`src/rtl/score_ctrl_if.sv`:
```
// Purpose : signal bundle between the pong game logic and score_ctrl.
//           The clock and reset are not part of this bundle; they are
//           plain ports on score_ctrl.
// Modports:
//   slave  - score_ctrl side. It receives frame_tick_i, start_i,
//            player_miss_i and enemy_miss_i, and it drives the scores
//            and the game status flags.
//   master - game/test side. This is the opposite direction of slave.
// Signals:
//   frame_tick_i    one-cycle pulse per VGA frame
//   start_i         start/restart request (level)
//   player_miss_i   one-cycle pulse, ball passed player edge
//   enemy_miss_i    one-cycle pulse, ball passed enemy edge
//   player_score_o  player points
//   enemy_score_o   enemy points
//   game_active_o   paddles/ball may move
//   ball_rst_o      one-cycle pulse, re-centre ball
//   score_blink_o   score display enable
//   game_over_o     match finished
//   winner_o        0 = player won, 1 = enemy won
interface score_ctrl_if;
    logic       frame_tick_i;
    logic       start_i;
    logic       player_miss_i;
    logic       enemy_miss_i;
    logic [3:0] player_score_o;
    logic [3:0] enemy_score_o;
    logic       game_active_o;
    logic       ball_rst_o;
    logic       score_blink_o;
    logic       game_over_o;
    logic       winner_o;

    modport slave (
        input  frame_tick_i, start_i, player_miss_i, enemy_miss_i,
        output player_score_o, enemy_score_o, game_active_o, ball_rst_o,
               score_blink_o, game_over_o, winner_o
    );

    modport master (
        output frame_tick_i, start_i, player_miss_i, enemy_miss_i,
        input  player_score_o, enemy_score_o, game_active_o, ball_rst_o,
               score_blink_o, game_over_o, winner_o
    );
endinterface

```
`src/rtl/score_ctrl.sv`:
```
// Purpose : match controller for pong. The states are
//           IDLE -> SERVE freeze -> PLAY -> POINT freeze -> SERVE or OVER.
//           Every output comes straight from a register.
// Ports   :
//   clk_i   pixel clock
//   rst_ni  asynchronous active-low reset
//   bus     score_ctrl_if.slave. It carries the tick, start and miss
//           inputs and the score/status outputs.
// Params  :
//   MAX_SCORE     points needed to win (1..15)
//   SERVE_FRAMES  frames of pre-serve freeze
//   POINT_FRAMES  frames of post-point freeze
module score_ctrl #(
    parameter int unsigned MAX_SCORE    = 9,
    parameter int unsigned SERVE_FRAMES = 60,
    parameter int unsigned POINT_FRAMES = 90
) (
    input logic          clk_i,
    input logic          rst_ni,
    score_ctrl_if.slave  bus
);

    localparam int unsigned MAXF = (SERVE_FRAMES > POINT_FRAMES) ? SERVE_FRAMES : POINT_FRAMES;
    localparam int unsigned CW   = $clog2(MAXF + 1);

    localparam logic [CW-1:0] SERVE_LAST = CW'(SERVE_FRAMES - 1);
    localparam logic [CW-1:0] POINT_LAST = CW'(POINT_FRAMES - 1);
    localparam logic [CW-1:0] BLINK_MASK = CW'(7);
    localparam logic [3:0]    MAX4       = 4'(MAX_SCORE);

    typedef enum logic [2:0] {
        IDLE,
        SERVE,
        PLAY,
        POINT,
        OVER
    } state_t;

    state_t        state_q, state_d;
    logic [CW-1:0] cnt_q, cnt_d;
    logic [3:0]    ps_q, ps_d;
    logic [3:0]    es_q, es_d;
    logic          act_q, act_d;
    logic          br_q, br_d;
    logic          blink_q, blink_d;
    logic          over_q, over_d;
    logic          win_q, win_d;

    always_ff @(posedge clk_i or negedge rst_ni) begin
        if (!rst_ni) begin
            state_q <= IDLE;
            cnt_q   <= '0;
            ps_q    <= '0;
            es_q    <= '0;
            act_q   <= 1'b0;
            br_q    <= 1'b0;
            blink_q <= 1'b1;
            over_q  <= 1'b0;
            win_q   <= 1'b0;
        end else begin
            state_q <= state_d;
            cnt_q   <= cnt_d;
            ps_q    <= ps_d;
            es_q    <= es_d;
            act_q   <= act_d;
            br_q    <= br_d;
            blink_q <= blink_d;
            over_q  <= over_d;
            win_q   <= win_d;
        end
    end

    always_comb begin
        state_d = state_q;
        cnt_d   = cnt_q;
        ps_d    = ps_q;
        es_d    = es_q;
        blink_d = blink_q;
        win_d   = win_q;

        unique case (state_q)
            IDLE: begin
                if (bus.start_i) begin
                    state_d = SERVE;
                    ps_d    = '0;
                    es_d    = '0;
                end
            end
            SERVE: begin
                if (bus.frame_tick_i) begin
                    if (cnt_q == SERVE_LAST) state_d = PLAY;
                    else                     cnt_d   = cnt_q + 1'b1;
                end
            end
            PLAY: begin
                // A miss wins over a coincident frame tick. The counter
                // clears on the state change below, so that tick is never
                // counted.
                if (bus.player_miss_i && bus.enemy_miss_i) begin
                    state_d = POINT;
                end else if (bus.player_miss_i) begin
                    state_d = POINT;
                    if (es_q < MAX4) es_d = es_q + 1'b1;
                end else if (bus.enemy_miss_i) begin
                    state_d = POINT;
                    if (ps_q < MAX4) ps_d = ps_q + 1'b1;
                end
            end
            POINT: begin
                if (bus.frame_tick_i) begin
                    if (cnt_q == POINT_LAST) begin
                        if (ps_q == MAX4 || es_q == MAX4) begin
                            state_d = OVER;
                            win_d   = (es_q == MAX4);
                        end else begin
                            state_d = SERVE;
                        end
                    end else begin
                        cnt_d = cnt_q + 1'b1;
                        // Toggle on every 8th tick counted in this freeze.
                        if ((cnt_d & BLINK_MASK) == '0) blink_d = ~blink_q;
                    end
                end
            end
            OVER: begin
                if (bus.start_i) begin
                    state_d = SERVE;
                    ps_d    = '0;
                    es_d    = '0;
                    win_d   = 1'b0;
                end
            end
            default: state_d = IDLE;
        endcase

        if (state_d != state_q) cnt_d = '0;

        // Blink restarts at 0 when POINT is entered. Outside POINT it is forced to 1.
        if (state_d != POINT)       blink_d = 1'b1;
        else if (state_q != POINT)  blink_d = 1'b0;

        act_d  = (state_d == PLAY);
        over_d = (state_d == OVER);
        br_d   = (state_d == SERVE) && (state_q != SERVE);
    end

    assign bus.player_score_o = ps_q;
    assign bus.enemy_score_o  = es_q;
    assign bus.game_active_o  = act_q;
    assign bus.ball_rst_o     = br_q;
    assign bus.score_blink_o  = blink_q;
    assign bus.game_over_o    = over_q;
    assign bus.winner_o       = win_q;

endmodule

```
`src/flat_wrapper.sv`:
```
// flat-port wrapper written by rule: the top's interface ports become plain ports
module score_ctrl_flat 
#(
    parameter int unsigned MAX_SCORE    = 9,
    parameter int unsigned SERVE_FRAMES = 60,
    parameter int unsigned POINT_FRAMES = 90
)
  (clk_i, rst_ni, bus_frame_tick_i, bus_start_i, bus_player_miss_i, bus_enemy_miss_i, bus_player_score_o, bus_enemy_score_o, bus_game_active_o, bus_ball_rst_o, bus_score_blink_o, bus_game_over_o, bus_winner_o);
  score_ctrl_if bus_i ();
  input logic clk_i;
  input logic rst_ni;
  input wire logic [$bits(bus_i.frame_tick_i)-1:0] bus_frame_tick_i;
  input wire logic [$bits(bus_i.start_i)-1:0] bus_start_i;
  input wire logic [$bits(bus_i.player_miss_i)-1:0] bus_player_miss_i;
  input wire logic [$bits(bus_i.enemy_miss_i)-1:0] bus_enemy_miss_i;
  output wire logic [$bits(bus_i.player_score_o)-1:0] bus_player_score_o;
  output wire logic [$bits(bus_i.enemy_score_o)-1:0] bus_enemy_score_o;
  output wire logic [$bits(bus_i.game_active_o)-1:0] bus_game_active_o;
  output wire logic [$bits(bus_i.ball_rst_o)-1:0] bus_ball_rst_o;
  output wire logic [$bits(bus_i.score_blink_o)-1:0] bus_score_blink_o;
  output wire logic [$bits(bus_i.game_over_o)-1:0] bus_game_over_o;
  output wire logic [$bits(bus_i.winner_o)-1:0] bus_winner_o;
  assign bus_i.frame_tick_i = bus_frame_tick_i;
  assign bus_i.start_i = bus_start_i;
  assign bus_i.player_miss_i = bus_player_miss_i;
  assign bus_i.enemy_miss_i = bus_enemy_miss_i;
  assign bus_player_score_o = bus_i.player_score_o;
  assign bus_enemy_score_o = bus_i.enemy_score_o;
  assign bus_game_active_o = bus_i.game_active_o;
  assign bus_ball_rst_o = bus_i.ball_rst_o;
  assign bus_score_blink_o = bus_i.score_blink_o;
  assign bus_game_over_o = bus_i.game_over_o;
  assign bus_winner_o = bus_i.winner_o;
  score_ctrl #(.MAX_SCORE(MAX_SCORE), .SERVE_FRAMES(SERVE_FRAMES), .POINT_FRAMES(POINT_FRAMES)) u_core (.clk_i(clk_i), .rst_ni(rst_ni), .bus(bus_i));
endmodule
```
`config.mk`:
```
export PLATFORM = sky130hd
export DESIGN_NAME = score_ctrl_flat
export DESIGN_NICKNAME = d
export VERILOG_FILES = /design/src/rtl/score_ctrl_if.sv /design/src/rtl/score_ctrl.sv /design/src/flat_wrapper.sv
export SDC_FILE = /design/constraint.sdc
export NUM_CORES = 1
export LEC_CHECK = 0
export CORE_MARGIN = 1
export CORE_UTILIZATION = 32
export CTS_CLUSTER_DIAMETER = 200
export DETAILED_ROUTE_END_ITERATION = 12
export HOLD_SLACK_MARGIN = 0.08
export PLACE_DENSITY = 0.47
export RECOVER_POWER = 100
export SETUP_SLACK_MARGIN = 0.4
export SLEW_MARGIN = 0
export SYNTH_ARGS = -nofsm -noshare
export SYNTH_HDL_FRONTEND = slang
export SYNTH_SLANG_ARGS = --single-unit
```
`constraint.sdc`:
```
create_clock -name clk_i -period 4.6 [get_ports clk_i]
set_clock_uncertainty 0.05 [all_clocks]
set_input_delay 0.92 -clock clk_i [delete_from_list [all_inputs] [get_ports clk_i]]
set_output_delay 0.92 -clock clk_i [all_outputs]
set_load 0.01 [all_outputs]
```
# --- Word-level counts from Yosys, hierarchy flattened ---
# Cells that the tools add are included.
totals:
  register_bits: 23
  latchBits: 0
  ramBits: 0
  rom_bits: 0
  input_bits: 6
  output_inout_bits: 13
  elab_cells: 100
  n_memories: 0
op_classes:
  n_addsub: 3
  multipliers: 0
  n_div: 0
  n_lt_le_gt_ge: 2
  n_eq_ne: 31
  shifts: 0
  mux: 37
  bitwise_logic: 1
  n_reduce_logical: 17
op_table:
  columns: ["cell", "n"]
  rows:
  - ["two-way mux 7 bit", 5]
  - ["two-way mux 4 bit", 8]
  - ["two-way mux 3 bit", 9]
  - ["case mux 4 bit (2 select lines)", 2]
  - ["AND reduction 5 bit", 3]
  - ["case mux 7 bit (2 select lines)", 1]
  - ["!= test 2 bit (second input constant)", 6]
  - ["!= test 3 x 2 -> 1 bit (second input constant)", 4]
  - ["case mux 3 bit (4 select lines)", 1]
  - ["nonzero test 3 bit", 4]
  - ["two-way mux 1 bit", 10]
  - ["!= test 2 x 1 -> 1 bit (second input constant)", 5]
  - ["equality test 3 x 2 -> 1 bit (second input constant)", 3]
  - ["!= test 3 bit (second input constant)", 3]
  - ["adder 4 x 1 -> 4 bit (second input constant)", 2]
  - ["equality test 4 bit (second input constant)", 2]
  - ["less-than comparator 4 bit (second input constant)", 2]
  - ["adder 7 x 1 -> 7 bit (second input constant)", 1]
  - ["equality test 7 x 6 -> 1 bit (second input constant)", 1]
  - ["equality test 7 bit (second input constant)", 1]
  - ["logical NOT 7 bit", 1]
  - ["equality test 3 x 1 -> 1 bit (second input constant)", 2]
  - ["equality test 3 bit (second input constant)", 2]
  - ["AND reduction 6 bit", 1]
  - ["other kinds (10)", 12]

# --- Longest topological paths before layout ---
# Gate-level depths: netlist (run 1).
logic_depth:
  depth_word: 9
  depth_mapped: 7
  mapped_depth_nobuf: 6

# --- Least setup slack after synthesis (run 1) ---
# No wires, ideal clock.
synth_timing:
  kind: "input to register"
  from: "input bus_frame_tick_i"
  to: "register u_core.cnt_q[0]"
  setup_time_ps: 94
  arrival_ps: 1988
  t_required_ps: 4456
  path_slack_ps: 2468
  path_stages: 4
  path_buffers: 1
  cell_sequence: "clkbuf_1 nand3b_1 or4_1 a211oi_1"
synth_via:
  elab_chain_len: 5
  elab_cells_between_ends: 11
  cone_classes: "eq/ne (5); mux (4); reduce/logical (2)"
synth_rtl:
  columns: ["item", "line_no", "text"]
  rows:
  - ["start: declaration", "flat_wrapper.sv:12", "input wire logic [$bits(bus_i.frame_tick_i)-1:0] bus_frame_tick_i;"]
  - ["two-way mux 3 bit (on tied branches)", "score_ctrl.sv:110, score_ctrl.sv:90", null]
  - ["case mux 3 bit (4 select lines)", "score_ctrl.sv:81", "unique case (state_q)"]
  - ["!= test 3 bit", "score_ctrl.sv:136", "if (state_d != state_q) cnt_d = '0;"]
  - ["!= test 3 bit (no source line) (tied with other cells)", null, null]
  - ["AND reduction 5 bit (no source line)", null, null]
  - ["end signal: assignment", "score_ctrl.sv:62", "cnt_q <= cnt_d;"]
  - ["end: declaration", "score_ctrl.sv:40", "logic [CW-1:0] cnt_q, cnt_d;"]
# Several ways; a longest one is shown, not always the timed one.
# A chain may end at the register's enable or synchronous reset.

# --- Worst setup path after layout (run 1) ---
layout_timing:
  from: "input bus_player_miss_i"
  to: "register u_core.es_q[2], in the netlist u_core.bus.enemy_score_o[2]"
layout_via:
  elab_chain_len: 3
  elab_cells_between_ends: 4
  cone_classes: "eq/ne (2); reduce/logical (2)"
layout_rtl:
  columns: ["item", "line_no", "text"]
  rows:
  - ["start: declaration", "flat_wrapper.sv:14", "input wire logic [$bits(bus_i.player_miss_i)-1:0] bus_player_miss_i;"]
  - ["logical AND 1 bit", "score_ctrl.sv:99", "if (bus.player_miss_i && bus.enemy_miss_i) begin"]
  - ["!= test 2 bit (no source line)", null, null]
  - ["AND reduction 5 bit (no source line) *", null, null]
  - ["end signal: assignment", "score_ctrl.sv:64", "es_q <= es_d;"]
  - ["end: declaration", "score_ctrl.sv:42", "logic [3:0] es_q, es_d;"]
# Every way passes the cells marked *; elsewhere a longest branch is shown, timed or not.

==> metrics, run 1 <==
GR Util All Layers 0.142; final-report setup violation count 0; Setup TNS 0 ps; GRT overflow 0; diode count 0; pin count of the biggest net entering global routing 24; clk_lat worst skew 260 ps; Clk pwr share 0.204; Max-slew headroom 0.196; Worst VDD drop 0.116 mV; R2R depth 4; clk root buf clkbuf_8; hold slack 499 ps; Layout area overhead 16.2%; Mapped Area ~1500 sq um; share of cells above drive strength 1 0.0988; CTS clk-pin slew, worst paths 90 ps; clock sinks 23; Hold Buf Count CTS 0; Longest Clk Path Bufs 2; final period utilization 0.646; first-pass GRT wire length 5580 microns; dpl cells 210; DIE WIDTH 70.5 microns; post-CTS setup buffers 0; Critical Path RT approximately 4700 ps; Synth area leader dfrtp_1; hold path startpoint u_core.bus.winner_o; CP Launch Type primary input; starting density of the core 0.338; Crit Path Max Fanout 4; crit end category flop; Int Pwr 0.404 mW; reg2reg setup slack ~1900 ps; R2R Path Start u_core.state_q[1]; syn_nets 161; Area contributors post-synth dfrtp_1 (37%), ha_1 (7.5%), a2111oi_4 (3.7%), and3b_1 (2.9%), inv_1 (2.5%); fmax 336 MHz; Port Buffers 18; met2 usage 0.225; synthesis warning total 0; status finished, violations left; fin nets 178; P per Cell Area around 360 nW/um^2; syn avg cell area 10.3 sq um; CTS tree done; top cells by count, synth dfrtp_1 (22), inv_1 (10), ha_1 (9), nor2_1 (9); async set or reset register ratio after synthesis 1.00; total number of vias 1,140; post-route cell area approximately 1700 sq um; met3 usage 0.0375; Final Wtd Congestion 0.773; Seq/Total Area, Yosys 0.384; Final Hold Viols 0; drt pass-1 iters 8; Tmin final 2970 ps; Post-Route WL around 3200 microns; Synth Register Bits 23; Logic pwr share 0.313; I/O pin total 19; Die ar. 4970 sq um; H-tree depth 1; Final ANT Viol Nets 0; worst-margin pin slew 1180 ps; initial antenna violation count 0; unrepaired setup endpoints after global routing false; WHS Endpoint u_core.bus.winner_o; max_cap viols 0; Main synth FF type dfrtp_1; fin cells 214; worst hold path depth 1; number of flops mapped to enable cells by yosys 0; per-cell routed wire length 14.7 microns; initial DRC count 40; Post-Route Utilization 0.392; DP Area approximately 1700 sq um; CP Class primary input to flop; synth unique cells 45; die span in y 70.5 microns; sequential power share 0.483; vias in the first global route 1,134; vias per cell ~5.3; # resized after CTS 0; Slew Viols, Final 0; top-count cell post-synth dfrtp_1; Yosys top cell area share 0.367; CTS buffer count 3; met1 usage 0.196; DP Wirelength 2260 microns; failing checks design-rule violations; Sw Ratio 0.358; worst hold-check path type flop to flop; number of core rows 24; residual DRC count 5; Syn Inst Count around 150; leakage power 0.761 nW; gr busiest metal met2; capture point of the worst reg-to-reg path u_core.bus.enemy_score_o[2]; NetSw 0.225 mW; Std-Cell Core Area 4440 sq um; Critical Path AT 3080 ps
[power groups by stage]
stage	Combinational (mW)	Clock, mW	Sequential (mW)
2_1_floorplan	0.124	0	0.304
3_3_place_gp	0.208	0	0.309
3_5_place_dp	0.212	0	0.309
4_1_cts	0.214	0.135	0.305
5_1_grt	0.230	0.142	0.314
6_report	0.197	0.128	0.304
[logic make-up after synthesis]
group | after synthesis | share of synthesized area
AOI/OAI and AO/OA | 30 | 0.173
xor gates and xnor gates | 5 | 0.0292
adders and majority gates | 9 | 0.0750
buffers and inverters | 16 | 0.0450
DFF | 23 | 0.384
muxes | 7 | 0.0500
and+or+nand+nor | 56 | 0.243
[state kept, by name, summed over array words and instances (netlist names)]
signal / flops
u_core.bus.ball_rst_o: 1
u_core.bus.winner_o: 1
u_core.bus.score_blink_o: 1
u_core.bus.player_score_o: 4
u_core.state_q: 3
u_core.bus.enemy_score_o: 4
u_core.bus.game_active_o: 1
u_core.bus.game_over_o: 1
u_core.cnt_q: 7
[layout by cell type, fill, tap and decap left out, drive strengths merged, types with 2 or more instances in the layout]
cell	netlist	final
clkbuf	5	3
nor2	9	9
nor3b	3	3
xor2	4	4
a31oi	2	2
and3	3	3
nand4	5	5
o32a	2	2
o31ai	2	2
a21oi	2	2
and3b	6	6
a211oi	3	3
o21ai	7	7
mux2	4	4
ha	9	9
or2	3	3
or4	2	2
nor2b	3	3
o2111ai	3	3
nor3	5	5
inv	10	10
nand3b	4	4
dfrtp	22	22
mux2i	3	3
nor4b	2	2
and2	3	3
nand2b	3	3
dlygate4sd3	0	17
a2111oi	3	3
nand2	3	3
[worst max-delay path, cell delays in order]
cell	delay [ps]
dlygate4sd3_1	610
inv_1	80
a2111oi_0	980
o21ai_1	140
mux2_1	340
[per-stage QoR]
step	power [mW]	worst slack [ps]
5_1_grt	0.686	1490
3_3_place_gp	0.517	1980
2_1_floorplan	0.428	2470
6_report	0.629	1630
4_1_cts	0.654	2250
3_5_place_dp	0.522	1940
[worst max path at each step]
stage | startpoint | endpoint | slack (ps)
3_5_place_dp | bus_frame_tick_i | u_core.cnt_q[0] | 1940
3_3_place_gp | bus_frame_tick_i | u_core.cnt_q[0] | 1980
5_1_grt | bus_player_miss_i | u_core.bus.enemy_score_o[0] | 1490
2_1_floorplan | bus_frame_tick_i | u_core.cnt_q[0] | 2470
4_1_cts | bus_frame_tick_i | u_core.cnt_q[0] | 2250
6_report | bus_player_miss_i | u_core.bus.enemy_score_o[2] | 1630
[layer usage]
layer,vias to the layer above,part of all wire
met5,-,0
met4,0,0.0067
met3,2,0.022
met2,13,0.45
met1,548,0.52
li1,577,-
[area by class of cell]
class | instances | area, sq um
Sequential cell | 23 | 577
Inverter | 10 | 37.5
Tap cell | 52 | 65.1
Clock inverter | 1 | 5.00
Timing Repair Buffer | 18 | 180
Multi-Input combinational cell | 107 | 838
Fill cell | 444 | 2700
Clock buffer | 3 | 41.3
No activity file was read; power rests on OpenSTA's default activity.
==> run 2, diff against run 1 <==
==> constraint.sdc (replaced) <==
create_clock -name clk_i -period 2.87 [get_ports clk_i]
set_clock_uncertainty 0.05 [all_clocks]
set_input_delay 0.574 -clock clk_i [delete_from_list [all_inputs] [get_ports clk_i]]
set_output_delay 0.574 -clock clk_i [all_outputs]
set_load 0.01 [all_outputs]
==> run 2 against run 1 <==
The run still ends with design-rule violations left. Global-route usage rose by 0.057 points. Die area did not move. Worst hold slack barely moved. Sequential power rose by 62%. Total power rose by 61%. First-iteration DRC count fell by 10%. Via count rose by 1.9%. Core utilization rose by 0.62 points. Flip-flop and latch count did not move. Routed wire length rose by 2.6%. Critical path type is now flop to flop. Largest cell class unchanged.
==> metrics, run 2 (same netlist as run 1, synthesis figures left out) <==
DP Wirelength 2350 microns (+3.9%); Final ANT Viol Nets 0 (unchanged); pin count of the biggest net entering global routing 24 (unchanged); Register Area 577 sq um (unchanged); Std-Cell Core Area 4440 sq um (unchanged); CP Cell Sequence or3b_1 > a2111oi_4 > o21ai_0 > mux2_1; Final Hold Viols 0 (unchanged); Critical Path AT 2260 ps (-820 ps); GRT overflow 0 (unchanged); CTS clk-pin slew, worst paths 90 ps (about the same); clk_lat worst skew 260 ps (about the same); H-tree depth 1 (unchanged); commonest non-fill, non-tap cells in the layout dfrtp_1 (22), dlygate4sd3_1 (15), inv_1 (10); status finished, violations left; die span in y 70.5 microns (unchanged); Tmin final 2160 ps; per-cell routed wire length 15.0 microns (+1.6%); post-CTS setup buffers 0 (unchanged); fin cells 216 (+0.93%); Post-Route Utilization 0.399 (+0.00619); Layout fillers 444 (unchanged); fin nets 180 (+1.1%); vias in the first global route 1,167 (+2.9%); initial antenna violation count 0 (unchanged); Largest register FFs 7 (unchanged); final-report setup violation count 0 (unchanged); unrepaired setup endpoints after global routing false; first-pass GRT wire length 5620 microns (+0.61%); worst hold-check path type flop to flop; number of core rows 24 (unchanged); initial DRC count 36 (-10%); Slew Viols, Final 0 (unchanged); drt pass-1 iters 8 (unchanged); Most flops, register u_core.cnt_q; residual DRC count 5 (unchanged); fmax 463 MHz; clock sinks 23 (unchanged); hold slack 498 ps (-0.258 ps); area of the multi-input gates 855 sq um (+1.9%); CP bufs+invs 0 (-2); reg2reg setup slack 710 ps (-1140 ps); Die ar. 4970 sq um (unchanged); Worst setup endpoint u_core.bus.enemy_score_o[2]; Post-Route WL 3240 microns (+2.6%); Crit Path Max Fanout 16 (+12); CP peak stage delay 550 ps (-430 ps); Layout area overhead 18.0%; hold path startpoint u_core.bus.winner_o; diode count 0 (unchanged); CP Launch Type flop; Tot Pwr 1.01 mW (+61%); capture point of the worst reg-to-reg path u_core.bus.enemy_score_o[2]; vias per cell 5.38 (+0.99%); crit end category flop; Place WS 507 ps (-1430 ps); CTS tree done; Setup TNS 0 ps (unchanged); total number of vias 1,162 (+1.9%); clk root buf clkbuf_8; Longest Clk Path Bufs 2 (unchanged); starting density of the core 0.338 (unchanged); Hold Buf Count CTS 0 (unchanged); final period utilization 0.752; R2R Path Start u_core.state_q[0]; Worst path depth 4 (-1); Final Wtd Congestion 0.754 (-2.5%); P per Cell Area 571 nW/um^2 (+58%); leakage power 0.766 nW (+0.74%); CP Class flop to flop; Port Buffers 18 (unchanged); commonest non-fill, non-tap cell in the layout dfrtp_1; CP startpoint u_core.state_q[0]; CTS buffer count 3 (unchanged); max_cap viols 0 (unchanged); I/O pin total 19 (unchanged); min setup slack post-route 711 ps (-916 ps); Critical Path RT 2970 ps (-1730 ps); DP Area 1730 sq um (+0.87%); dpl cells 212 (+0.95%); DIE WIDTH 70.5 microns (unchanged); post-route cell area 1770 sq um (+1.6%); Max-slew headroom 0.119 (-0.0771); failing checks design-rule violations; Worst path slowest cell dfrtp_1; R2R depth 4 (unchanged); # resized after CTS 0 (unchanged); share of cells above drive strength 1 0.104 (+0.00489); GR Util All Layers 0.143 (+0.000568); Worst VDD drop 0.166 mV (+43%); CP top delay family compound AO/OA/AOI/OAI gates; worst-margin pin slew 1320 ps (+146 ps)
==> run 2: changes by cell type in the layout (fill, tap and decap cells not counted), sizes merged <==
cell	before	now
buf	0	1
clkbuf	3	4
clkdlybuf4s50	1	3
dlygate4sd3	17	15
==> run 2: worst min-delay path by stage <==
| stage | slack (ps) | depth (start not counted) | to |
|---|---|---|---|
| floorplan | 230 | 0 | u_core.bus.ball_rst_o |
| global placement | 480 | 1 | u_core.bus.winner_o |
| detailed placement | 500 | 1 | u_core.bus.winner_o |
| CTS | 520 | 1 | u_core.bus.winner_o |
| global route | 530 | 1 | u_core.bus.winner_o |
| finish | 500 | 1 | u_core.bus.winner_o |
==> run 2: report_power, final <==
group | internal, mW | leakage, nW | total, mW | switching, mW
registers | 0.389 | 0.300 | 0.491 | 0.101
clock network | 0.0969 | 0.0255 | 0.205 | 0.108
logic | 0.161 | 0.441 | 0.317 | 0.155
==> run 2: metal layers <==
metal  vias up  global-route usage  wire (microns)
met5         -                   0               0
met4         0              0.0408              19
met3         2              0.0231              87
met2        15               0.239            1590
met1       565               0.191            1540
li1        580                   -               -
==> run 2: layout make-up <==
type                            instances  share of cell area
Clock buffer                            3              0.0233
Clock inverter                          1             0.00282
Inverter                               10              0.0212
Multi-Input combinational cell        107               0.482
Sequential cell                        23               0.326
Tap cell                               52              0.0367
Timing Repair Buffer                   20               0.108
==> run 3, diff against run 2 <==
==> constraint.sdc (replaced) <==
create_clock -name clk_i -period 2.22 [get_ports clk_i]
set_clock_uncertainty 0.05 [all_clocks]
set_input_delay 0.444 -clock clk_i [delete_from_list [all_inputs] [get_ports clk_i]]
set_output_delay 0.444 -clock clk_i [all_outputs]
set_load 0.01 [all_outputs]
==> run 3 against run 2 <==
Cell count up 11%. Register-to-register slack worse by 470 ps. Via count up 12%. First-iteration DRC count up 39%. Sequential share of layout area down 3.5 points. Global-route usage up 1.3 points. Maximum frequency up 9.1%. Clock power up 32%. Largest cell class unchanged. The flow still finishes with violations (design-rule violations). Critical path type unchanged.
==> metrics, run 3 (same netlist as run 1, synthesis figures left out) <==
Critical Path RT 2340 ps (-630 ps); worst-margin pin slew 362 ps (-961 ps); pin count of the biggest net entering global routing 24 (unchanged); fmax 505 MHz (+9.1%); Tmin final 1980 ps (-180 ps); min setup slack post-route 240 ps (-470 ps); max_cap viols 0 (unchanged); total number of vias 1,300 (+12%); diode count 0 (unchanged); Worst VDD drop 0.334 mV (+100%); GRT overflow 0 (unchanged); fin cells 239 (+11%); CTS buffer count 3 (unchanged); R2R Path Start u_core.cnt_q[1]; Most flops, register u_core.cnt_q; dpl cells 217 (+2.4%); GR Util All Layers 0.156 (+0.0127); CTS tree done; CP Launch Type flop; initial DRC count 50 (+39%); commonest non-fill, non-tap cells in the layout buf_4 (23), dfrtp_1 (20), dlygate4sd3_1 (13); Layout fillers 441 (-0.68%); Die ar. 4970 sq um (unchanged); Setup TNS 0 ps (unchanged); worst hold path depth 1 (unchanged); vias in the first global route 1,283 (+9.9%); H-tree depth 1 (unchanged); Longest Clk Path Bufs 2 (unchanged); Crit Path Max Fanout 7 (-9); final period utilization 0.892 (+0.139); CTS clk-pin slew, worst paths 90 ps (about the same); I/O pin total 19 (unchanged); clk_lat worst skew 270 ps (about the same); commonest non-fill, non-tap cell in the layout buf_4; Final Hold Viols 0 (unchanged); Largest register FFs 7 (unchanged); P per Cell Area 793 nW/um^2 (+39%); clock sinks 23 (unchanged); Port Buffers 18 (unchanged); Critical Path AT 2100 ps (-160 ps); worst hold-check path type flop to flop; reg2reg setup slack 240 ps (-470 ps); CP Class flop to flop; post-route cell area 1990 sq um (+13%); die span in y 70.5 microns (unchanged); share of cells above drive strength 1 0.251 (+0.148); initial antenna violation count 0 (unchanged); unrepaired setup endpoints after global routing true; Post-Route WL 3620 microns (+12%); Hold Buf Count CTS 0 (unchanged); Place WS 56.1 ps (-451 ps); hold path startpoint u_core.bus.winner_o; status finished, violations left; first-pass GRT wire length 6060 microns (+7.9%); capture point of the worst reg-to-reg path u_core.cnt_q[2]; Slew Viols, Final 0 (unchanged); leakage power 0.910 nW (+19%); vias per cell 5.44 (+1.1%); residual DRC count 5 (unchanged); Max-slew headroom 0.759 (+0.640); Final Wtd Congestion 0.819 (+8.7%); fin nets 203 (+13%); final-report setup violation count 0 (unchanged); starting density of the core 0.338 (unchanged); per-cell routed wire length 15.1 microns (+0.93%); drt pass-1 iters 8 (unchanged); R2R depth 6 (+2); crit end category flop; DIE WIDTH 70.5 microns (unchanged); Final ANT Viol Nets 0 (unchanged); hold slack 507 ps (+8.81 ps); DP Wirelength 2370 microns (+1.0%); failing checks design-rule violations; Std-Cell Core Area 4440 sq um (unchanged); Layout area overhead 32.8%; WHS Endpoint u_core.bus.winner_o; clk root buf clkbuf_8; number of core rows 24 (unchanged); DP Area 1770 sq um (+2.3%)
[run 3: layout make-up]
cell class / instances / area (sq um) / area share
flip-flops and latches: 23 / 579 / 0.290
inverters: 10 / 37.5 / 0.0188
well taps: 52 / 65.1 / 0.0326
clock buffers: 4 / 45.0 / 0.0226
multi-input cells: 107 / 905 / 0.454
repair buffers: 43 / 363 / 0.182
[run 3: where the power goes]
| group | switching, mW | internal (mW) |
|---|---|---|
| registers | 0.0983 | 0.505 |
| clock network | 0.143 | 0.128 |
| logic | 0.306 | 0.402 |
| total | 0.547 | 1.04 |
[run 3: critical path: stages, from the launching register on]
cell and delay, ps:
dfrtp_1 400, inv_1 80, ha_1 200, and3b_1 210, and3_1 280, or4_4 430, a211oi_1 250
[run 3: metrics by stage]
step	util	total power, mW
finish	0.449	1.58
CTS	0.446	1.54
global route	0.449	1.71
detailed placement	0.399	1.10
global placement	0.399	1.09
floorplan	-	0.889
[run 3: worst max-delay path by stage]
stage                          start                  end  slack (ps)  cells past startpoint
CTS                  u_core.cnt_q[1]      u_core.cnt_q[1]         390                      6
finish               u_core.cnt_q[1]      u_core.cnt_q[2]         240                      6
floorplan            u_core.cnt_q[1]      u_core.cnt_q[0]         390                      7
global route         u_core.cnt_q[1]      u_core.cnt_q[2]         150                      6
global placement    bus_frame_tick_i  u_core.bus.winner_o          90                      4
detailed placement  bus_frame_tick_i  u_core.bus.winner_o          60                      4
[run 3: repair_timing]
| action | CTS | global route |
|---|---|---|
| endpoints found under the hold margin | 0 | 0 |
| cloned | 0 | 0 |
| endpoints found under the setup margin | 12 | 17 |
| pin swaps | 5 | 5 |
| setup buffers | 15 | 3 |
| gates resized for setup | 16 | 14 |
[run 3: per-layer routing]
layer	part of all wire	up-vias	wire length, microns	track usage
li1	-	623	-	-
met5	0	-	0	0
met3	0.048	4	172	0.0274
met1	0.45	642	1620	0.206
met2	0.49	31	1790	0.261
met4	0.0094	0	34	0.0431
==> patch: new RTL, flow settings as in run 1 <==
The 5 states of `state_t` get a Gray code encoding in 3 bits.
--- a/src/rtl/score_ctrl.sv
+++ b/src/rtl/score_ctrl.sv
@@ -30,9 +30,9 @@
 
     typedef enum logic [2:0] {
-        IDLE,
-        SERVE,
-        PLAY,
-        POINT,
-        OVER
+        IDLE  = 3'b000,
+        SERVE = 3'b001,
+        PLAY  = 3'b011,
+        POINT = 3'b010,
+        OVER  = 3'b110
     } state_t;
 
Behaviour: same outputs for any inputs over 10 cycles, from zero or initial values and one cycle with rst_ni low; not proved beyond that.
==> patch against run 1 <==
  * The flow finishes with violations (design-rule violations, max-capacitance violations, max-slew violations)
  * Synthesized area is 2.4% higher
  * Sequential cell count did not move
  * Total power is 10% higher
  * Register-to-register slack worse by 0.16 ns
  * Cell area increased by 1.7%
  * Non-clock buffer count unchanged
  * Setup slack got worse by 0.34 ns
  * Routed wire length increased by 13%
  * Combinational power increased by 31%
==> patch: results (changes against run 1) <==
[status]
status=finished, violations left
violations=design-rule violations, max-capacitance violations, max-slew violations

[critical_path]
critPathCapture=u_core.bus.enemy_score_o[0]$_DFFE_PN0P_
worstPathArrival_ns=3.42  ; +0.34 ns
regToRegSetupSlack_ns=1.69  ; -0.16 ns
path_max_fanout=7  ; +3
startpoint=bus_player_miss_i
worstRegToRegCells=4  ; unchanged
reg2reg_from=u_core.state_q[2]$_DFF_PN0_

[yosys]
synthTopCellsByCount=dfrtp_1 (22), inv_1 (16), nand2_1 (10), ha_1 (9), nor3_1 (8)
synthTopCellsByArea=dfrtp_1 (36%), ha_1 (7.3%), xnor2_1 (4.0%)
synth_enable_flop_cells=0  ; unchanged
async_reset_ff_share_pct=100  ; unchanged
syn_nets=173  ; +7.5%
ys.flop_type=dfrtp_1
yosysSeqAreaShare_pct=37.5  ; -0.91 points
synth_cell_type_count=46  ; +2.2%

[sta]
final_max_slew_viol_count=8  ; +8
slew_headroom_pct=-23.1  ; -43 points
setup_slack_ns=1.28  ; -0.343 ns

[routing]
drc=3  ; -2
drt_iter0_markers=31  ; -23%
wirelength_mm=3.56  ; +13%
viasPerCell=5.48  ; +3.0%

[power]
power_leakage_nw=0.735  ; -3.4%
peakVddDrop_uv=135  ; +17%

[placed_design]
place_congestion=0.800  ; +3.5%
post-dp-hpwl_mm=2.61  ; +15%
placed_area_um2=1750  ; +2.0%
io_buffers=18  ; unchanged

[cells_and_area]
layout-drive-gt1-share_pct=6.86  ; -3.0 points
nets=191  ; +7.3%
fillCellCount=445  ; +0.23%

[min_path]
hold_depth=1  ; unchanged

[global_routing]
grt_max_degree=24  ; unchanged
first_global_vias=1220  ; +7.6%
grt_usage_pct=15.0  ; +0.77 points
antenna_found_initial=0  ; unchanged
grt_first_pass_wirelength_mm=6.01  ; +7.6%

[clock_network]
cts_made_buffers=3  ; unchanged

[job]
drv_cap=1  ; +1

[patch: cell count changes after synthesis, sizes merged, moves of 4 or more]
cell          run 1  this run
inv              10        16
nor2              9         5
nand3             0         5
and3b             6         2
xnor2             1         7
nand2             3        10
[patch: final cells by class]
cell class              instances  area [µm²]  share of cell area, %
flip-flops and latches         23         577                   32.5
repair buffers                 18         180                   10.2
multi-input cells             114         847                   47.7
well taps                      52        65.1                   3.67
clock buffers                   4        45.0                   2.54
inverters                      16        60.1                   3.39
[patch: logic make-up after synthesis]
group,count (synthesis),share of synthesized area [%]
AO/OA/AOI/OAI,36,20.0
XOR/XNOR,8,4.56
adder cells (fa/ha/maj),9,7.32
buffers and inverters,21,5.94
flip-flops,23,37.5
multiplexers,2,1.46
AND/OR/NAND/NOR,59,23.2
[patch: stage by stage]
stage,utilization [%],power [mW],hold WS (ns),std cells
6_report,39.7,0.693,0.467,227
5_1_grt,39.7,0.752,0.503,227
4_1_cts,40.2,0.718,0.473,227
3_5_place_dp,39.1,0.587,0.453,223
3_3_place_gp,39.1,0.583,0.457,223
2_1_floorplan,-,0.492,0.487,158
[patch: metal layers]
metal	share of wire [%]	global-route usage [%]	vias up
met1	50	20.5	602
met5	0	0	-
li1	-	-	617
met2	47	25.0	20
met3	1.9	2.11	6
met4	1.0	4.00	0
[patch: worst max-delay path, cell delays in order]
cell and delay [ns]:
dlygate4sd3_1 0.69, inv_1 0.06, a2111oi_0 1.38, nor2_1 0.05
mux2_2 0.32
[patch: worst min path at each step]
stage	startpoint	endpoint	slack, ns
3_3_place_gp	u_core.bus.winner_o$_DFFE_PN0P_	u_core.bus.winner_o$_DFFE_PN0P_	0.46
5_1_grt	u_core.bus.winner_o$_DFFE_PN0P_	u_core.bus.winner_o$_DFFE_PN0P_	0.50
6_report	u_core.bus.winner_o$_DFFE_PN0P_	u_core.bus.winner_o$_DFFE_PN0P_	0.47
3_5_place_dp	u_core.bus.winner_o$_DFFE_PN0P_	u_core.bus.winner_o$_DFFE_PN0P_	0.45
2_1_floorplan	u_core.cnt_q[6]$_DFFE_PN0P_	u_core.cnt_q[6]$_DFFE_PN0P_	0.49
4_1_cts	u_core.bus.winner_o$_DFFE_PN0P_	u_core.bus.winner_o$_DFFE_PN0P_	0.47
[patch: power breakdown]
| part | switching [mW] | internal, mW | leakage (nW) |
|---|---|---|---|
| registers | 0.0625 | 0.243 | 0.307 |
| clock network | 0.0663 | 0.0619 | 0.0228 |
| logic | 0.135 | 0.124 | 0.406 |
